## config.mk

```make
export PLATFORM = sky130hd
export DESIGN_NAME = oled_spi_streamer_flat
export DESIGN_NICKNAME = d
export VERILOG_FILES = /design/src/rtl/oled_spi_streamer_if.sv /design/src/rtl/oled_spi_streamer.sv /design/src/flat_wrapper.sv
export SDC_FILE = /design/constraint.sdc
export NUM_CORES = 1
export LEC_CHECK = 0
export BUFFER_PORTS_ARGS = -buffer_cell sky130_fd_sc_hd__buf_2
export CAP_MARGIN = 25
export CELL_PAD_IN_SITES_DETAIL_PLACEMENT = 0
export CELL_PAD_IN_SITES_GLOBAL_PLACEMENT = 1
export CORE_MARGIN = 10
export CORE_UTILIZATION = 46
export CTS_CLUSTER_DIAMETER = 60
export CTS_CLUSTER_SIZE = 10
export DETAILED_ROUTE_END_ITERATION = 10
export GPL_TIMING_DRIVEN = 0
export PLACE_DENSITY = 0.86
export SLEW_MARGIN = 20
export SYNTH_ARGS = -nofsm -noshare
export SYNTH_HDL_FRONTEND = slang
export SYNTH_SLANG_ARGS = --single-unit
```

## constraint.sdc

```tcl
create_clock -name clk -period 2.6 [get_ports clk]
set_input_delay 0.26 -clock clk [delete_from_list [all_inputs] [get_ports clk]]
set_output_delay 0.26 -clock clk [all_outputs]
set_load 0.05 [all_outputs]
```

## src/rtl/oled_spi_streamer_if.sv

```systemverilog
// Pixel-source request/response bus and SSD1306 4-wire SPI pins for oled_spi_streamer.
interface oled_spi_streamer_if;
  logic [7:0] data_to_send;
  logic [9:0] byte_counter;
  logic       spi_sclk;
  logic       spi_mosi;
  logic       spi_cs_n;
  logic       spi_dc;
  logic       oled_rst_n;
  logic       frame_done;
  logic       busy_init;

  modport master (
    input  data_to_send,
    output byte_counter, spi_sclk, spi_mosi, spi_cs_n, spi_dc,
           oled_rst_n, frame_done, busy_init
  );

  modport slave (
    output data_to_send,
    input  byte_counter, spi_sclk, spi_mosi, spi_cs_n, spi_dc,
           oled_rst_n, frame_done, busy_init
  );
endinterface

```

## src/rtl/oled_spi_streamer.sv

```systemverilog
// SSD1306 128x64 driver: panel reset, init command list, then endless WINDOW+DATA frame streaming.
// Optional macro TEST_PATTERN_EN adds a test_pattern input that replaces pixel data with AA/55.
module oled_spi_streamer #(
  parameter int CLK_DIV     = 4,
  parameter int RST_CYCLES  = 1000,
  parameter int PWR_CYCLES  = 1000,
  parameter int FRAME_BYTES = 1024
) (
  input  logic clk,
  input  logic rst,
`ifdef TEST_PATTERN_EN
  input  logic test_pattern,
`endif
  oled_spi_streamer_if.master bus
);

  localparam int              DIV_W      = (CLK_DIV > 1) ? $clog2(CLK_DIV) : 1;
  localparam logic [DIV_W-1:0] DIV_LAST  = DIV_W'(CLK_DIV - 1);
  localparam logic [31:0]     RST_LAST   = 32'(RST_CYCLES - 1);
  localparam logic [31:0]     PWR_LAST   = 32'(PWR_CYCLES - 1);
  localparam logic [31:0]     GAP_LAST   = 32'(2 * CLK_DIV - 1);
  localparam logic [9:0]      FRAME_LAST = 10'(FRAME_BYTES - 1);
  localparam logic [4:0]      INIT_LAST  = 5'd24;
  localparam logic [4:0]      WIN_LAST   = 5'd5;

  typedef enum logic [2:0] {PANEL_RST, PWR_WAIT, INIT, WINDOW, DATA, GAP} state_t;

  state_t           state;
  logic [31:0]      wait_cnt;
  logic [DIV_W-1:0] div_cnt;
  logic [2:0]       bit_cnt;
  logic [4:0]       byte_idx;
  logic [7:0]       shreg;
  logic [9:0]       byte_counter;
  logic [9:0]       bc_next;
  logic             sclk, cs_n, dc, oled_rst_n, frame_done, busy_init;
  logic [7:0]       data_byte;
  logic [7:0]       next_byte;

  function automatic logic [7:0] init_rom(input logic [4:0] idx);
    case (idx)
      5'd0:  return 8'hAE;  5'd1:  return 8'hD5;  5'd2:  return 8'h80;
      5'd3:  return 8'hA8;  5'd4:  return 8'h3F;  5'd5:  return 8'hD3;
      5'd6:  return 8'h00;  5'd7:  return 8'h40;  5'd8:  return 8'h8D;
      5'd9:  return 8'h14;  5'd10: return 8'h20;  5'd11: return 8'h00;
      5'd12: return 8'hA1;  5'd13: return 8'hC8;  5'd14: return 8'hDA;
      5'd15: return 8'h12;  5'd16: return 8'h81;  5'd17: return 8'hCF;
      5'd18: return 8'hD9;  5'd19: return 8'hF1;  5'd20: return 8'hDB;
      5'd21: return 8'h40;  5'd22: return 8'hA4;  5'd23: return 8'hA6;
      5'd24: return 8'hAF;
      default: return 8'h00;
    endcase
  endfunction

  // Column range 0..127, page range 0..7: the whole panel in horizontal addressing.
  function automatic logic [7:0] window_rom(input logic [4:0] idx);
    case (idx)
      5'd0: return 8'h21;  5'd1: return 8'h00;  5'd2: return 8'h7F;
      5'd3: return 8'h22;  5'd4: return 8'h00;  5'd5: return 8'h07;
      default: return 8'h00;
    endcase
  endfunction

  always_comb begin
`ifdef TEST_PATTERN_EN
    data_byte = test_pattern ? (byte_counter[0] ? 8'h55 : 8'hAA) : bus.data_to_send;
`else
    data_byte = bus.data_to_send;
`endif
  end

  always_comb begin
    bc_next = (byte_counter == FRAME_LAST) ? 10'd0 : byte_counter + 10'd1;
  end

  // Byte to load at the next byte boundary of the current state.
  always_comb begin
    next_byte = 8'h00;
    case (state)
      PWR_WAIT: next_byte = init_rom(5'd0);
      INIT:     next_byte = (byte_idx == INIT_LAST) ? window_rom(5'd0) : init_rom(byte_idx + 5'd1);
      WINDOW:   next_byte = (byte_idx == WIN_LAST) ? data_byte : window_rom(byte_idx + 5'd1);
      DATA:     next_byte = data_byte;
      GAP:      next_byte = window_rom(5'd0);
      default:  next_byte = 8'h00;
    endcase
  end

  always_ff @(posedge clk) begin
    if (rst) begin
      state        <= PANEL_RST;
      wait_cnt     <= 32'd0;
      div_cnt      <= '0;
      bit_cnt      <= 3'd0;
      byte_idx     <= 5'd0;
      shreg        <= 8'h00;
      byte_counter <= 10'd0;
      sclk         <= 1'b0;
      cs_n         <= 1'b1;
      dc           <= 1'b0;
      oled_rst_n   <= 1'b0;
      frame_done   <= 1'b0;
      busy_init    <= 1'b1;
    end else begin
      frame_done <= 1'b0;
      case (state)
        PANEL_RST: begin
          if (wait_cnt == RST_LAST) begin
            wait_cnt   <= 32'd0;
            oled_rst_n <= 1'b1;
            state      <= PWR_WAIT;
          end else begin
            wait_cnt <= wait_cnt + 32'd1;
          end
        end
        PWR_WAIT: begin
          if (wait_cnt == PWR_LAST) begin
            state    <= INIT;
            cs_n     <= 1'b0;
            dc       <= 1'b0;
            byte_idx <= 5'd0;
            shreg    <= next_byte;
            bit_cnt  <= 3'd0;
            div_cnt  <= '0;
            sclk     <= 1'b0;
          end else begin
            wait_cnt <= wait_cnt + 32'd1;
          end
        end
        GAP: begin
          dc <= 1'b0;
          if (wait_cnt == GAP_LAST) begin
            state        <= WINDOW;
            cs_n         <= 1'b0;
            byte_idx     <= 5'd0;
            byte_counter <= 10'd0;
            shreg        <= next_byte;
            bit_cnt      <= 3'd0;
            div_cnt      <= '0;
            sclk         <= 1'b0;
          end else begin
            wait_cnt <= wait_cnt + 32'd1;
          end
        end
        INIT, WINDOW, DATA: begin
          // Each bit: CLK_DIV cycles low then CLK_DIV high; shift and reload only on the falling edge.
          if (div_cnt != DIV_LAST) begin
            div_cnt <= div_cnt + 1'b1;
          end else begin
            div_cnt <= '0;
            sclk    <= ~sclk;
            if (sclk) begin
              if (bit_cnt != 3'd7) begin
                bit_cnt <= bit_cnt + 3'd1;
                shreg   <= {shreg[6:0], 1'b0};
              end else begin
                bit_cnt  <= 3'd0;
                shreg    <= next_byte;
                byte_idx <= byte_idx + 5'd1;
                case (state)
                  INIT: begin
                    if (byte_idx == INIT_LAST) begin
                      state        <= WINDOW;
                      byte_idx     <= 5'd0;
                      busy_init    <= 1'b0;
                      byte_counter <= 10'd0;
                    end
                  end
                  WINDOW: begin
                    if (byte_idx == WIN_LAST) begin
                      state        <= DATA;
                      dc           <= 1'b1;
                      byte_counter <= bc_next;
                    end
                  end
                  DATA: begin
                    // byte_counter wrapped to 0 when the final byte was loaded.
                    if (byte_counter == 10'd0) begin
                      state      <= GAP;
                      cs_n       <= 1'b1;
                      wait_cnt   <= 32'd0;
                      shreg      <= 8'h00;
                      frame_done <= 1'b1;
                    end else begin
                      byte_counter <= bc_next;
                    end
                  end
                  default: ;
                endcase
              end
            end
          end
        end
        default: state <= PANEL_RST;
      endcase
    end
  end

  assign bus.byte_counter = byte_counter;
  assign bus.spi_sclk     = sclk;
  assign bus.spi_mosi     = shreg[7];
  assign bus.spi_cs_n     = cs_n;
  assign bus.spi_dc       = dc;
  assign bus.oled_rst_n   = oled_rst_n;
  assign bus.frame_done   = frame_done;
  assign bus.busy_init    = busy_init;

endmodule

```

## src/flat_wrapper.sv

```systemverilog
// flat-port wrapper written by rule: the top's interface ports become plain ports
module oled_spi_streamer_flat 
#(
  parameter int CLK_DIV     = 4,
  parameter int RST_CYCLES  = 1000,
  parameter int PWR_CYCLES  = 1000,
  parameter int FRAME_BYTES = 1024
)
  (clk, rst, bus_data_to_send, bus_byte_counter, bus_spi_sclk, bus_spi_mosi, bus_spi_cs_n, bus_spi_dc, bus_oled_rst_n, bus_frame_done, bus_busy_init);
  oled_spi_streamer_if bus_i ();
  input  logic clk;
  input  logic rst;
  input wire logic [$bits(bus_i.data_to_send)-1:0] bus_data_to_send;
  output wire logic [$bits(bus_i.byte_counter)-1:0] bus_byte_counter;
  output wire logic [$bits(bus_i.spi_sclk)-1:0] bus_spi_sclk;
  output wire logic [$bits(bus_i.spi_mosi)-1:0] bus_spi_mosi;
  output wire logic [$bits(bus_i.spi_cs_n)-1:0] bus_spi_cs_n;
  output wire logic [$bits(bus_i.spi_dc)-1:0] bus_spi_dc;
  output wire logic [$bits(bus_i.oled_rst_n)-1:0] bus_oled_rst_n;
  output wire logic [$bits(bus_i.frame_done)-1:0] bus_frame_done;
  output wire logic [$bits(bus_i.busy_init)-1:0] bus_busy_init;
  assign bus_i.data_to_send = bus_data_to_send;
  assign bus_byte_counter = bus_i.byte_counter;
  assign bus_spi_sclk = bus_i.spi_sclk;
  assign bus_spi_mosi = bus_i.spi_mosi;
  assign bus_spi_cs_n = bus_i.spi_cs_n;
  assign bus_spi_dc = bus_i.spi_dc;
  assign bus_oled_rst_n = bus_i.oled_rst_n;
  assign bus_frame_done = bus_i.frame_done;
  assign bus_busy_init = bus_i.busy_init;
  oled_spi_streamer #(.CLK_DIV(CLK_DIV), .RST_CYCLES(RST_CYCLES), .PWR_CYCLES(PWR_CYCLES), .FRAME_BYTES(FRAME_BYTES)) u_core (.clk(clk), .rst(rst), .bus(bus_i));
endmodule
```

Word-level counts from Yosys, hierarchy flattened
Memory sizes are Yosys's and may differ from the RTL's.
Cells that the tools add are included.
{"block": "classes", "n_addsub": 5, "n_eq_ne": 32, "n_mux": 77, "n_bitwise": 5, "reduce_logical": 19}
{"cell": "32-bit 2-to-1 mux", "count": 8}
{"cell": "32-bit case mux with 4 select lines", "count": 1}
{"cell": "10-bit 2-to-1 mux", "count": 8}
{"cell": "8-bit 2-to-1 mux", "count": 9}
{"cell": "3-bit 2-to-1 mux", "count": 14}
{"cell": "8-bit case mux with 5 select lines", "count": 1}
{"cell": "5-bit 2-to-1 mux", "count": 7}
{"cell": "32-bit by 1-bit adder with 32-bit output, second input constant", "count": 1}
{"cell": "32-bit by 10-bit equality test with 1-bit output, second input constant", "count": 1}
{"cell": "32-bit by 3-bit equality test with 1-bit output, second input constant", "count": 1}
{"cell": "10-bit case mux with 3 select lines", "count": 1}
{"cell": "7-bit case mux with 4 select lines", "count": 1}
{"cell": "8-bit case mux with 3 select lines", "count": 1}
{"cell": "10-bit case mux with 2 select lines", "count": 1}
{"cell": "3-bit case mux with 3 select lines", "count": 2}
{"cell": "2-bit by 1-bit inequality test with 1-bit output, second input constant", "count": 8}
{"cell": "8-bit AND reduction", "count": 2}
{"cell": "5-bit case mux with 3 select lines", "count": 1}
{"cell": "1-bit 2-to-1 mux", "count": 14}
{"cell": "3-bit case mux with 4 select lines", "count": 1}
{"cell": "6-bit AND reduction", "count": 2}
{"cell": "10-bit by 1-bit adder with 10-bit output, second input constant", "count": 1}
{"cell": "10-bit equality test, second input constant", "count": 1}
{"cell": "5-bit by 2-bit equality test with 1-bit output, second input constant", "count": 2}
{"cell": "31 further kinds", "count": 49}
{"block": "word_totals", "register_bits": 69, "romBits": 256, "inputBits": 10, "out_inout_bits": 17, "elab_cells": 152, "n_memories": 1}
{"memory": "(no name shown)", "depth": 32, "word_bits": 8, "rd": 1, "rd_ports_with_merged_regs": 0, "wr": 0, "line": "oled_spi_streamer.sv:41", "rtl": "case (idx)"}

Longest topological paths before layout
Gate-level depths: netlist of run 1.
{"block": "logic_depth", "word_depth": 11, "depth_mapped": 11, "ltp_nobuf": 8}

Least setup slack after synthesis of run 1
OpenSTA, ideal clock, no wires.
{"block": "synth_timing", "path_type": "register -> register", "start": "register u_core.sclk, in the netlist u_core.bus.spi_sclk", "end": "register u_core.wait_cnt[19]", "setup_ps": 70, "t_arrival_ps": 2367, "t_required_ps": 2530, "slack_ps": 163, "path_stages_with_launch": 8, "n_path_buf": 1, "path_cell_list": "dfxtp_1 > nand3_1 > o41ai_2 > a2bb2oi_1 > and2_4 > buf_6 > or4_1 > a21oi_1"}
{"block": "synth_via", "elab_chain_cells": 2}
{"item": "from (decl)", "line": "oled_spi_streamer.sv:36", "rtl": "logic sclk, cs_n, dc, oled_rst_n, frame_done, busy_init;"}
{"item": "from (signal assigned)", "line": "oled_spi_streamer.sv:151", "rtl": "sclk <= ~sclk;"}
{"item": "2-bit by 1-bit inequality test with 1-bit output (no line)"}
{"item": "8-bit AND reduction (no line)"}
{"item": "to (signal assigned)", "line": "oled_spi_streamer.sv:113", "rtl": "wait_cnt <= wait_cnt + 32'd1;"}
{"item": "to (signal assigned)", "line": "oled_spi_streamer.sv:127", "rtl": "wait_cnt <= wait_cnt + 32'd1;"}
{"item": "to (signal assigned)", "line": "oled_spi_streamer.sv:142", "rtl": "wait_cnt <= wait_cnt + 32'd1;"}
{"item": "to (decl)", "line": "oled_spi_streamer.sv:29", "rtl": "logic [31:0] wait_cnt;"}
Every way passes these cells.
A chain may end at the register's enable or synchronous reset.

Worst setup path in the final report of run 1
{"block": "layout_timing", "start": "register u_core.bit_cnt[0]", "end": "register u_core.wait_cnt[27]"}
{"block": "layout_via", "elab_chain_cells": 3}
{"item": "from (decl)", "line": "oled_spi_streamer.sv:31", "rtl": "logic [2:0] bit_cnt;"}
{"item": "from (signal assigned)", "line": "oled_spi_streamer.sv:154", "rtl": "bit_cnt <= bit_cnt + 3'd1;"}
{"item": "3-bit inequality test", "line": "oled_spi_streamer.sv:153", "rtl": "if (bit_cnt != 3'd7) begin"}
{"item": "2-bit inequality test (no line)"}
{"item": "8-bit AND reduction (no line)"}
Every way passes these cells.

==> results of run 1 <==
-- logic make-up after synthesis --
family,count (synthesis),share of synthesized area
AO/OA/AOI/OAI,194,0.267
adder cells (fa/ha/maj),13,0.0345
AND/OR/NAND/NOR,253,0.294
buffers and inverters,65,0.0603
flip-flops,69,0.297
multiplexers,5,0.0108
XOR/XNOR,19,0.0358
-- power groups by stage --
stage / combinational (mW) / sequential [mW] / clock (mW)
final: 0.0530 / 1.07 / 0.938
after global routing: 0.0590 / 1.07 / 1.01
after CTS: 0.0521 / 1.06 / 0.952
after detailed placement: 0.0496 / 1.09 / 0
after global placement: 0.0490 / 1.09 / 0
after floorplan: 0.0282 / 1.09 / 0
-- final timing paths --
kind	from	to	slack, ns	depth (start not counted)
worst max-delay path	u_core.bit_cnt[0]	u_core.wait_cnt[27]	0.09	9
worst min-delay path	bus_data_to_send[0]	u_core.shreg[0]	0.37	4
worst max register to register	u_core.bit_cnt[0]	u_core.wait_cnt[27]	0.09	9
worst min register to register	u_core.bit_cnt[1]	u_core.bit_cnt[1]	0.47	2
-- flip-flops by register name (all words and copies together) (netlist names) --
| signal | flops |
|---|---|
| u_core.bit_cnt | 3 |
| u_core.bus.busy_init | 1 |
| u_core.bus.byte_counter | 10 |
| u_core.bus.frame_done | 1 |
| u_core.bus.oled_rst_n | 1 |
| u_core.bus.spi_cs_n | 1 |
| u_core.bus.spi_dc | 1 |
| u_core.bus.spi_sclk | 1 |
| u_core.byte_idx | 5 |
| u_core.div_cnt | 2 |
| u_core.shreg | 8 |
| u_core.state | 3 |
| u_core.wait_cnt | 32 |
-- cells in the final DEF, fill, tap and decap left out, types with 5 or more instances in the layout --
cell       n
dfxtp_1   65
a21oi_1   64
nor2_1    56
nand2_1   45
buf_2     36
o21ai_0   35
nand3_1   29
inv_1     23
or4_1     18
nor3_1    13
xnor2_1   13
clkbuf_1  12
nand4_1   12
clkbuf_8  12
o31ai_1   11
a211oi_1  11
nor4_1     9
clkbuf_2   8
and3_1     8
or3_1      8
o211ai_1   8
ha_1       8
nor2b_1    7
a22oi_1    7
nand2b_1   6
a31oi_1    6
and4_1     5
and2_1     5
o21a_1     5
mux2i_1    5
a31o_2     5
buf_4      5
-- through the flow --
stage	setup slack [ns]	cells	cell area (sq um)	power, mW
2_1_floorplan	0.163	618	4650	1.12
3_3_place_gp	-0.286	776	4940	1.14
3_5_place_dp	-0.388	776	4940	1.14
4_1_cts	0.000391	795	5240	2.07
5_1_grt	-0.0123	795	5390	2.13
6_report	0.0946	795	5390	2.06
-- critical path, cell delays in order, from the launching register on --
cell and delay (ns):
dfxtp_1 0.36, ha_2 0.21, ha_4 0.17, nand3_4 0.13, o41ai_4 0.44, a2bb2oi_2 0.13
and2_4 0.21, buf_6 0.14, or4_1 0.51, a21oi_1 0.15
-- layout make-up --
class                           instances  area share
Multi-Input combinational cell        484       0.587
Inverter                               24      0.0167
Sequential cell                        69       0.257
Tap cell                              133      0.0309
Clock buffer                           13      0.0313
Clock inverter                          3     0.00789
Timing Repair Buffer                   30      0.0302
Buffer                                 39      0.0385
-- timing repair --
action / CTS / global route
gates resized for setup: 17 / 46
pin swaps: 2 / 5
setup endpoints to repair: 56 / 50
buffers inserted: 3 / 2
hold endpoints to repair: 0 / 0
-- cell usage after synthesis, types with 12 or more instances --
master / number
o21ai_0: 37
inv_1: 23
clkbuf_1: 24
ha_1: 12
a21oi_1: 64
nand3_1: 32
nand2_1: 46
xnor2_1: 16
nor3_1: 13
or4_1: 19
nand4_1: 12
dfxtp_1: 69
nor2_1: 58
-- metal layers --
layer / vias to the layer above / GRT usage / wire (um)
met2: 174 / 0.304 / 6600
met5: - / 0 / 0
met1: 2401 / 0.245 / 6360
met3: 12 / 0.0368 / 841
li1: 2398 / - / -
met4: 0 / 0.0445 / 137
==> reports/results.ini, run 1 <==
[routing]
drc = 0
vias_per_cell = 6.27
vias = 4985
drt_iter0_drc = 481
wirelength_um = 13900
antenna_left = 0
wl_per_cell_um = 17.5
drtPass1Iterations = 5

[logic_synthesis]
synthesis.area_sq_um = 4650
netlist.area_leader.share = 0.297
yosys.cell_types.count = 69
synth_ff_type = dfxtp_1
syn-num-nets = 640
yosysWarnings = 0
synth.area.top_cells = dfxtp_1 (30%), a21oi_1 (6.9%), nor2_1 (4.7%)
ys_seq_elements = 69
synthesis.instances = 618
ys_async_sr_fraction = 0
synth_top_cell_by_area = dfxtp_1
synth_edf_count = 0
yosysSeqAreaShare = 0.297
avgSynthCellArea_sq_um = 7.52

[sta]
clock.fmax_mhz = 399
finalSetupViolations = 0
hold_violations = 0
min_period_over_period = 0.964
fin_crit_ns = 2.51
finalSetupTns_ns = 0
tightestPinTransition_ns = 0.760
finClkSkew_ns = 0.0122
report.final.slew_viol_count = 0
slew-limit-headroom = 0.490
holdWs_ns = 0.373

[clock_tree]
hold_buffers = 0
root_buffer = clkbuf_8
cts_tree = done
cts_sinks = 69
clkLatencyLatePin_ns = 0.35
clkTransAtPathRegs_ns = 0.08
numCtsBuffers = 9
cts_buffer_depth = 2
h-tree-depth = 3

[grt]
grt_pass1_vias = 4550
grt_pass1_wl_um = 22700
grt_use_total = 0.186
gr-total-overflow = 0
antenna_found_initial = 0
grt_start_max_net_pins = 13

[floorplanning]
die-area_sq_um = 14500
initial_core_util = 0.473
core_area_sq_um = 9820
die_w_um = 121
row_count = 36
io-pin-count = 27
die-height_um = 121

[status]
status = finished, final reports clean

[worst_setup_path]
endpoint_kind = flip-flop
crit_fanout = 10
criticalPathCategory = flip-flop to flip-flop
cp.arrival_ns = 2.78
required_ns = 2.87
worstSetupStartpointType = flip-flop

[finish]
fin_nets = 679
fillers = 954
syn2layout_area_growth_pct = 16.0
multi_input_area_sq_um = 3170
utilization = 0.549
drive_above_1_share = 0.168
antenna_cells = 0
regArea_sq_um = 1390

[power_and_ir_drop]
intPower_mw = 1.60
switching_share = 0.222
ir_drop_v = 0.000265
p_comb_frac = 0.026
leakagePower_nw = 1.86
p_per_area_nw_per_um2 = 381
p_sw_mw = 0.457
clock_power_share = 0.456
seqPwrFrac = 0.518

[place]
detailed_place_hpwl_um = 9960
io_buffer_count = 25
finalWeightedCongestion = 0.917

[worst_hold_path]
min_path_type = primary input to flip-flop

[job]
max_cap_violations = 0

No activity file was read; power rests on OpenSTA's default activity.
==> run 2, diff against run 1 <==
--- a/config.mk
+++ b/config.mk
@@ -15,6 +15,7 @@
 export CTS_CLUSTER_SIZE = 10
 export DETAILED_ROUTE_END_ITERATION = 10
 export GPL_TIMING_DRIVEN = 0
+export MAX_ROUTING_LAYER = met4
 export PLACE_DENSITY = 0.86
 export SLEW_MARGIN = 20
 export SYNTH_ARGS = -nofsm -noshare
==> reports/results.ini, run 2 (synthesis gave the netlist of run 1 again) <==
[status]
status = finished, final reports clean

[finish]
fin_nets = 679
largest_reg_flops = 32
syn2layout_area_growth_pct = 16.3
reg_top3 = u_core.wait_cnt x32, u_core.bus.byte_counter x10, u_core.shreg x8
drive_above_1_share = 0.169
final_cell_mix = dfxtp_1 (64), a21oi_1 (62), nor2_1 (58)
final_cell_area_sq_um = 5400
antenna_cells = 0
final_common_cell = dfxtp_1
top_register = u_core.wait_cnt
fillers = 980
utilization = 0.550

[floorplanning]
core_area_sq_um = 9820
initial_core_util = 0.473
io-pin-count = 27
die_w_um = 121
row_count = 36
die-area_sq_um = 14500
die-height_um = 121

[routing]
drtPass1Iterations = 5
drc = 0
vias = 4962
wl_per_cell_um = 17.6
antenna_left = 0
drt_iter0_drc = 551
wirelength_um = 14000
vias_per_cell = 6.24

[clock_tree]
root_buffer = clkbuf_8
hold_buffers = 0
cts_buffer_depth = 2
numCtsBuffers = 9
clkLatencyLatePin_ns = 0.35
cts_sinks = 69
clkTransAtPathRegs_ns = 0.08
h-tree-depth = 3
cts_tree = done

[worst_setup_path]
required_ns = 2.88
critPathLaunch = u_core.bus.byte_counter[5]
r2r_end = u_core.wait_cnt[27]
reg2reg_depth = 7
criticalPathCategory = flip-flop to flip-flop
cp.arrival_ns = 2.82
worstSetupStartpointType = flip-flop
rrSetupSlack_ns = 0.06
crit_fanout = 7
r2r_start = u_core.bus.byte_counter[5]
endpoint_kind = flip-flop

[place]
dpl-instance-area_sq_um = 4940
io_buffer_count = 25
dp_slack_ns = -0.366
finalWeightedCongestion = 0.938
detailed_place_hpwl_um = 10000

[grt]
grt_start_max_net_pins = 13
grt_use_total = 0.192
antenna_found_initial = 0
grt_pass1_wl_um = 23100
grt_pass1_vias = 4607
gr-total-overflow = 0

[sta]
finClkSkew_ns = 0.00979
finalSetupViolations = 0
tightestPinTransition_ns = 0.656
slew-limit-headroom = 0.561
clock.fmax_mhz = 393
report.final.slew_viol_count = 0
hold_violations = 0
fin_crit_ns = 2.54
rsz0062_at_grt = yes
min_period_over_period = 0.978
setup_ws_ns = 0.0574
finalSetupTns_ns = 0

[power_and_ir_drop]
p_per_area_nw_per_um2 = 386
leakagePower_nw = 1.88
p_total_mw = 2.08
ir_drop_v = 0.000307

[worst_hold_path]
holdPathStages = 4
min_to = u_core.shreg[0]
hp-start = bus_data_to_send[0]
min_path_type = primary input to flip-flop

[job]
max_cap_violations = 0

## run 2: layout make-up
class	count	area, sq um	share of cell area
Buffer	39	201	0.0373
Clock buffer	10	128	0.0236
Clock inverter	6	87.6	0.0162
Inverter	24	90.1	0.0167
Multi-Input combinational cell	484	3160	0.585
Sequential cell	69	1390	0.257
Tap cell	133	166	0.0308
Timing Repair Buffer	30	180	0.0333
## run 2: metrics by stage
step                hold WS (ns)  instances
CTS                        0.356        794
floorplan                  0.436        618
finish                     0.372        795
global placement           0.445        776
detailed placement         0.452        776
global route               0.410        795
## run 2: what timing repair did
action                     4_1_cts  5_1_grt
gates resized for setup         21       36
pin swaps                        2       10
setup endpoints to repair       55       38
setup buffers                    2        2
cloned                           0        1
## run 2: report_power, final
group          leakage (nW)  switching [mW]  internal, mW
sequential            0.559         0.00473          1.06
clock                 0.110           0.428         0.540
combinational          1.21          0.0349        0.0168
total                  1.88           0.467          1.62
## run 2: per-layer routing
layer,global-route usage,vias up,wire [um]
li1,-,2393,-
met1,0.251,2390,6440
met4,0.0505,0,127
met2,0.303,165,6630
met5,-,-,0
met3,0.0316,14,788
## run 2: how the worst max path moves through the flow
stage	endpoint	slack, ns
final	u_core.wait_cnt[27]	0.06
after global routing	u_core.wait_cnt[25]	-0.04
after CTS	u_core.shreg[5]	0.006
after detailed placement	u_core.wait_cnt[0]	-0.37
after global placement	u_core.wait_cnt[0]	-0.29
after floorplan	u_core.wait_cnt[19]	0.16
## run 2: worst max-delay path: stages, from the launching register on
cell       delay [ns]
dfxtp_4          0.36
or4_4            0.56
o41ai_4          0.43
a2bb2oi_2        0.13
and2_4           0.22
buf_8            0.13
or4_4            0.51
a21oi_2          0.14
==> run 3, diff against run 2 <==
--- a/config.mk
+++ b/config.mk
@@ -16,7 +16,7 @@
 export DETAILED_ROUTE_END_ITERATION = 10
 export GPL_TIMING_DRIVEN = 0
 export MAX_ROUTING_LAYER = met4
-export PLACE_DENSITY = 0.86
+export PLACE_DENSITY = 0.89
 export SLEW_MARGIN = 20
 export SYNTH_ARGS = -nofsm -noshare
 export SYNTH_HDL_FRONTEND = slang
==> reports/results.ini, run 3 (synthesis gave the netlist of run 1 again) <==
[status]
status = finished, final reports clean

[worst_hold_path]
holdPathStages = 4
min_path_type = primary input to flip-flop
min_to = u_core.shreg[0]
hp-start = bus_data_to_send[0]

[routing]
wl_per_cell_um = 17.4
antenna_left = 0
drtPass1Iterations = 5
vias_per_cell = 6.23
vias = 4958
drc = 0
drt_iter0_drc = 450
wirelength_um = 13900

[worst_setup_path]
crit_fanout = 10
required_ns = 2.89
slowest_delay_ns = 0.51
endpoint_kind = flip-flop
critPathLaunch = u_core.byte_idx[0]
criticalPathCategory = flip-flop to flip-flop
rrSetupSlack_ns = 0.11
r2r_start = u_core.byte_idx[0]
crit_chain = buf_6, inv_2, ha_1, nand4b_1, a22oi_2, o22a_1, o221ai_2, buf_4, or4b_1, a21oi_1
path_buf_inv = 3
worstSetupStartpointType = flip-flop
cp.arrival_ns = 2.78
cp_top_family = simple AND/OR/NAND/NOR gates
crit_slowest_cell = or4b_1
r2r_end = u_core.bus.byte_counter[6]
reg2reg_depth = 10

[clock_tree]
cts_buffer_depth = 2
h-tree-depth = 3
cts_sinks = 69
clkLatencyLatePin_ns = 0.36
cts_tree = done
root_buffer = clkbuf_8
clkTransAtPathRegs_ns = 0.08
numCtsBuffers = 9

[finish]
drive_above_1_share = 0.170
reg_top3 = u_core.wait_cnt x32, u_core.bus.byte_counter x10, u_core.shreg x8
final_cell_mix = a21oi_1 (64), dfxtp_1 (64), nor2_1 (58)
largest_reg_flops = 32
antenna_cells = 0
final_cell_area_sq_um = 5380
top_register = u_core.wait_cnt
fin_nets = 681
layout.cells.non_filler = 796
syn2layout_area_growth_pct = 15.8

[power_and_ir_drop]
seqPwrFrac = 0.524
switching_share = 0.229
intPower_mw = 1.57
p_per_area_nw_per_um2 = 378
p_sw_mw = 0.465
leakagePower_nw = 1.84
p_total_mw = 2.03
p_comb_frac = 0.026
ir_drop_v = 0.000264
clock_power_share = 0.451

[floorplanning]
die-area_sq_um = 14500
core_area_sq_um = 9820
initial_core_util = 0.473
die_w_um = 121
row_count = 36
die-height_um = 121
io-pin-count = 27

[place]
finalWeightedCongestion = 0.932
detailed_place_hpwl_um = 9750
io_buffer_count = 25
dpl-instance-area_sq_um = 4940
placed_cells = 776
dp_slack_ns = -0.336

[grt]
antenna_found_initial = 0
grt_pass1_wl_um = 22300
grt_use_total = 0.187
grt_start_max_net_pins = 13
gr-total-overflow = 0
grt_pass1_vias = 4415

[job]
max_cap_violations = 0

[sta]
finalSetupViolations = 0
rsz0062_at_grt = yes
fin_crit_ns = 2.49
holdWs_ns = 0.348
hold_violations = 0
slew-limit-headroom = 0.512
clock.fmax_mhz = 402
tightestPinTransition_ns = 0.727
report.final.slew_viol_count = 0
finClkSkew_ns = 0.00924
setup_ws_ns = 0.109
min_period_over_period = 0.958

[run 3: worst max-delay path by stage]
stage                                       endpoint  slack [ns]  cells past startpoint
final                     u_core.bus.byte_counter[6]        0.11                     10
after global placement               u_core.shreg[4]       -0.33                      8
after detailed placement         u_core.wait_cnt[19]       -0.34                      8
after CTS                            u_core.shreg[4]       0.004                      8
after global routing                 u_core.shreg[4]       -0.02                      8
after floorplan                  u_core.wait_cnt[19]        0.16                      7
[run 3: cell type report]
class / instances / area, sq um
fill: 964 / 4440
multi-input combinational: 484 / 3150
sequential: 69 / 1390
buffer: 38 / 201
timing repair buffer: 33 / 183
tap: 133 / 166
clock buffer: 12 / 155
inverter: 24 / 90.1
clock inverter: 3 / 45.0
[run 3: repair_timing]
| action | CTS | global route |
|---|---|---|
| setup endpoints to repair | 53 | 52 |
| setup buffers | 1 | 6 |
| endpoints found under the hold margin | 0 | 0 |
| pin swaps | 2 | 5 |
| resized for setup | 18 | 37 |
| cloned | 0 | 1 |
| hold buffers | 0 | 0 |
[run 3: layer usage]
layer  share of wire  GRT usage  routed length [um]  up-vias
met5               0          -                   0        -
met4           0.013     0.0400                 179        0
met3           0.070     0.0372                 975       23
met2            0.46      0.287                6380      186
met1            0.46      0.248                6340     2344
li1                -          -                   -     2405
[run 3: worst min-delay path, delay by kind of cell]
family,cells,cell delay [ns]
buf+inv,1,0.12
compound gates,3,0.29
[run 3: power by group through the flow]
| stage | clock network [mW] | registers, mW | logic [mW] |
|---|---|---|---|
| floorplan | 0 | 1.09 | 0.0282 |
| global placement | 0 | 1.09 | 0.0481 |
| detailed placement | 0 | 1.09 | 0.0486 |
| CTS | 0.928 | 1.06 | 0.0514 |
| global route | 0.968 | 1.07 | 0.0573 |
| finish | 0.916 | 1.07 | 0.0521 |
[run 3: through the flow]
step / util / TNS (ns)
CTS: 0.532 / 0
global placement: 0.503 / -6.42
detailed placement: 0.503 / -9.25
floorplan: - / 0
global route: 0.548 / -0.0374
finish: 0.548 / 0
